===== src/rtl/alu_result_fifo.sv =====
// alu_result_fifo: first-word-fall-through FIFO holding ALU results
// ({op, overflow, zero, cout, result}) between the combinational ALU and a
// consumer that may stall. The head entry is shown combinationally on out_*.
// Optional build macro ALU_STICKY_OVF_EN adds a sticky arithmetic-overflow
// flag (sticky_ovf) with a synchronous clear input (sticky_clr).
module alu_result_fifo #(
    parameter int WIDTH = 32,
    parameter int DEPTH = 4
) (
    input  logic                       clk,
    input  logic                       rst_n,
    input  logic                       in_valid,
    output logic                       in_ready,
    input  logic [WIDTH-1:0]           in_result,
    input  logic                       in_cout,
    input  logic                       in_zero,
    input  logic                       in_overflow,
    input  logic [2:0]                 in_op,
    output logic                       out_valid,
    input  logic                       out_ready,
    output logic [WIDTH-1:0]           out_result,
    output logic                       out_cout,
    output logic                       out_zero,
    output logic                       out_overflow,
    output logic [2:0]                 out_op,
`ifdef ALU_STICKY_OVF_EN
    output logic                       sticky_ovf,
    input  logic                       sticky_clr,
`endif
    output logic [$clog2(DEPTH+1)-1:0] count
);

    localparam int PW = $clog2(DEPTH);
    localparam int CW = $clog2(DEPTH+1);
    localparam int EW = WIDTH + 6;

    logic [EW-1:0] mem_q [DEPTH];
    logic [PW-1:0] wr_ptr_q, wr_ptr_d;
    logic [PW-1:0] rd_ptr_q, rd_ptr_d;
    logic [CW-1:0] count_q, count_d;
    logic          full, empty;
    logic          push, pop;

    assign full      = (count_q == CW'(DEPTH));
    assign empty     = (count_q == '0);
    assign in_ready  = !full;
    assign out_valid = !empty;
    assign count     = count_q;

    // A full FIFO refuses pushes even when a pop happens in the same cycle,
    // which keeps in_ready independent of out_ready.
    assign push = in_valid && in_ready;
    assign pop  = out_valid && out_ready;

    // Head entry falls through combinationally; stale while empty.
    assign {out_op, out_overflow, out_zero, out_cout, out_result} = mem_q[rd_ptr_q];

    // Next-state for pointers and occupancy; pointers wrap naturally.
    always_comb begin
        wr_ptr_d = wr_ptr_q;
        rd_ptr_d = rd_ptr_q;
        count_d  = count_q;
        if (push) wr_ptr_d = wr_ptr_q + PW'(1);
        if (pop)  rd_ptr_d = rd_ptr_q + PW'(1);
        case ({push, pop})
            2'b10:   count_d = count_q + CW'(1);
            2'b01:   count_d = count_q - CW'(1);
            default: count_d = count_q;
        endcase
    end

    // Storage is data only and is deliberately left out of reset.
    always_ff @(posedge clk) begin
        if (push) mem_q[wr_ptr_q] <= {in_op, in_overflow, in_zero, in_cout, in_result};
    end

    // Control state: async reset discards any entries in flight.
    always_ff @(posedge clk or negedge rst_n) begin
        if (!rst_n) begin
            wr_ptr_q <= '0;
            rd_ptr_q <= '0;
            count_q  <= '0;
        end else begin
            wr_ptr_q <= wr_ptr_d;
            rd_ptr_q <= rd_ptr_d;
            count_q  <= count_d;
        end
    end

`ifdef ALU_STICKY_OVF_EN
    logic sticky_q, sticky_d;
    logic sticky_set;

    // Only ADD/SUB overflow is meaningful; logic ops and SLT never set it.
    assign sticky_set = push && in_overflow && (in_op == 3'b000 || in_op == 3'b001);
    assign sticky_ovf = sticky_q;

    // Set has priority over a same-cycle clear so no overflow is lost.
    always_comb begin
        sticky_d = sticky_q;
        if (sticky_set)      sticky_d = 1'b1;
        else if (sticky_clr) sticky_d = 1'b0;
    end

    // Sticky overflow register.
    always_ff @(posedge clk or negedge rst_n) begin
        if (!rst_n) sticky_q <= 1'b0;
        else        sticky_q <= sticky_d;
    end
`endif

endmodule


===== config.mk =====
export PLATFORM = sky130hd
export DESIGN_NAME = alu_result_fifo
export DESIGN_NICKNAME = d
export VERILOG_FILES = /design/src/rtl/alu_result_fifo.sv
export SDC_FILE = /design/constraint.sdc
export NUM_CORES = 1
export LEC_CHECK = 0
export CAP_MARGIN = 20
export CORE_MARGIN = 4
export CORE_UTILIZATION = 50
export DETAILED_ROUTE_END_ITERATION = 6
export PLACE_DENSITY = 0.8
export SETUP_SLACK_MARGIN = 0.02
export SLEW_MARGIN = 20
export SYNTH_ARGS = -nofsm -noshare
export SYNTH_HDL_FRONTEND = slang
export SYNTH_SLANG_ARGS = --single-unit

===== constraint.sdc =====
create_clock -name clk -period 2.9 [get_ports clk]
set_input_delay 0.58 -clock clk [delete_from_list [all_inputs] [get_ports clk]]
set_output_delay 0.58 -clock clk [all_outputs]
set_load 0.02 [all_outputs]

==> reports/metrics.yaml <==
syn_to_final_growth_pct: 29.6
yosys_warnings: 0
io_pins: 85
multiInputGateArea_sq_um: 1090
core_area_sq_um: 11500
dieArea_sq_um: 13600
worstReg2RegStart: "count[0]"
start_util: 0.515
routed_wl_um: 10400
critPathSlowestCell: "mux4_2"
die_w_um: 117
worst_ep_arrival_time_ns: 2.17
drv_cap: 0
status: "complete, no violations"
portBuffers: 84
vias_per_cell: 5.43
placedCellCount: 464
final_layout_size_suffix_gt1_frac: 0.252
powerDensity_nw_per_um2: 1110
ant_nets: 0
synth_edf_count: 152
clock_skew_ns: 0.00516
crit_fanout: 20
worst-setup-path-type: "register to output port"
syn-num-nets: 284
path_buf_inv: 2
ys_seq_area_frac: 0.803
clockBufferDepth: 2
die_y_um: 117
crit_required_ns: 2.32
netlist_instances: 236
cts_setup_buffers: 0
synthFlopType: "edfxtp_1"
synth_top_area_cell: "edfxtp_1"
setup_violations: 0
grt_pass1_vias: 3103
r2r_slack_ns: 0.68
synth_fa_ha_area_frac: 0.0140
muxShareOfSynthArea: 0.149
track_usage: 0.168
avgSynthCellArea_sq_um: 25.0
synth_top_family_by_area: "multiplexers"
antenna_found_initial: 0
max_freq_ghz: 0.364
r2r_cells: 9
crit_chain: "buf_12 > mux4_2 > clkdlybuf4s50_1"
path_clk_slew_ns: 0.06
async_reset_ff_frac: 0.0440
period_share: 0.947
rsz0062_at_grt: "no"
synth_compound_area_frac: 0.00170
period_needed_ns: 2.75
ir_drop_mv: 0.630
slowest_delay_ns: 0.56
critPathTopFamily: "buffers and inverters"
cts-root-buf: "clkbuf_16"
layout.nets: 388
slew_headroom: 0.733
synth_top_cell_area_share: 0.773
ctsResizeCount: 0
syn_area_sq_um: 5900
wire_per_inst_um: 21.1
dr.pass1.iters: 4
tritoncts: "built"
r2r-end: "count[2]"
n_antenna_cell: 0
drt_iter0_markers: 166
cts_hold_buf: 0
grt_max_degree: 30
seq_area_sq_um: 4740
drv_slew: 0
synth.most_common_cell: "edfxtp_1"
num_rows: 39
synth_xor_area_frac: 0.00890
start_kind: "register"
ys_types: 20
clkLatencyLatePin_ns: 0.41
grt-ovfl-total: 0
yosys-top-cells-count: "152 x edfxtp_1, 38 x mux4_2, 7 x dfrtp_1"
ys_ff_latch: 159
hold_viol_final: 0
critPathCaptureType: "output port"
leakage_uw: 0.00257
grt_pass1_wl_um: 16400
gp_routability_congestion: 0.687
tns_ns: 0
yosys.area_share.simple: 0.0110
fin_cells: 496
clock_sinks: 159
tightestPinTransition_ns: 0.400
min_path_type: "primary input to asynchronous set/reset pin"
n_fill_cell: 746
synthTopCellsByArea: "edfxtp_1 77%, mux4_2 14%, dfrtp_1 3.0%, ha_1 1.1%, and3_2 0.51%"
numCtsBuffers: 17
dp_hpwl_um: 6430
htreeDepth: 4
num_vias: 2695
drcViolationCount: 0
==> logic make-up after synthesis <==
group                      count (synthesis)
adders and majority gates                  6
and+or+nand+nor                            9
DFF                                      159
buffers and inverters                     15
xor gates and xnor gates                   6
AOI/OAI and AO/OA                          1
muxes                                     40
==> state kept, by name, indices dropped and copies added, names as in the netlist <==
signal,flops
rd_ptr_q,2
wr_ptr_q,2
count,3
mem_q,152
==> cell type report <==
cell class,count,share of cell area
Multi-Input combinational cell,62,0.143
Tap cell,143,0.0234
Sequential cell,159,0.620
Clock inverter,12,0.0249
Timing Repair Buffer,94,0.128
Inverter,6,0.00294
Clock buffer,20,0.0584
==> report_power, final <==
| group | internal (uW) | switching, uW | total, uW |
|---|---|---|---|
| logic | 1490 | 1500 | 2990 |
| registers | 3050 | 140 | 3190 |
| clock network | 1540 | 808 | 2350 |
| total | 6070 | 2450 | 8530 |
==> metrics by stage <==
stage | setup slack (ns) | hold slack, ns | total power [uW] | instance area [sq um] | utilization
4_1_cts | 0.111 | 0.427 | 8650 | 7650 | 0.667
5_1_grt | 0.0506 | 0.435 | 8930 | 7650 | 0.667
3_3_place_gp | 0.580 | 0.528 | 6210 | 7010 | 0.612
6_report | 0.154 | 0.440 | 8530 | 7650 | 0.667
3_5_place_dp | 0.500 | 0.533 | 6270 | 7010 | 0.612
2_1_floorplan | 0.661 | 0.284 | 4950 | 5900 | -
==> worst reg2reg max path, delay by kind of cell, from the launching register on <==
family                     cells  cell delay (ns)
xor gates and xnor gates       2             0.30
and+or+nand+nor                3             0.75
buffers and inverters          2             0.12
adders and majority gates      2             0.54
DFF                            1             0.43
==> layer usage <==
metal  global-route usage  share of wire  vias to the layer above
met5                    0              0                        -
met1                0.213           0.42                     1416
li1                     -              -                     1203
met2                0.277           0.52                       66
met4               0.0550          0.015                        0
met3               0.0580          0.053                       10
==> placed cells by master (no fill, tap or decap) <==
cell / netlist / final
mux2_4: 1 / 1
xor2_1: 3 / 3
nor2_1: 1 / 1
and2_4: 1 / 1
buf_12: 0 / 5
bufinv_16: 0 / 5
clkbuf_8: 0 / 1
clkinvlp_4: 0 / 2
or3_2: 1 / 1
ha_1: 5 / 5
dfrtp_1: 7 / 5
mux4_2: 38 / 38
and3_2: 4 / 4
buf_4: 4 / 5
o31a_2: 1 / 1
or3b_4: 1 / 1
mux2i_1: 1 / 1
nand2_1: 1 / 1
fa_1: 1 / 1
clkinv_2: 0 / 5
xnor2_1: 3 / 3
dfrtp_2: 0 / 2
edfxtp_1: 152 / 152
clkdlybuf4s50_1: 0 / 84
clkbuf_16: 0 / 17
inv_1: 6 / 6
clkbuf_1: 3 / 2
==> worst max-delay path by stage <==
stage	from	to	slack, ns	cells past startpoint
3_3_place_gp	in_valid	count[2]	0.58	9
2_1_floorplan	count[0]	count[2]	0.66	9
3_5_place_dp	in_valid	count[2]	0.50	9
5_1_grt	rd_ptr_q[0]	out_result[28]	0.05	3
4_1_cts	rd_ptr_q[0]	out_result[10]	0.11	3
6_report	rd_ptr_q[0]	out_result[10]	0.15	3
(Power assumes the default switching activity.)
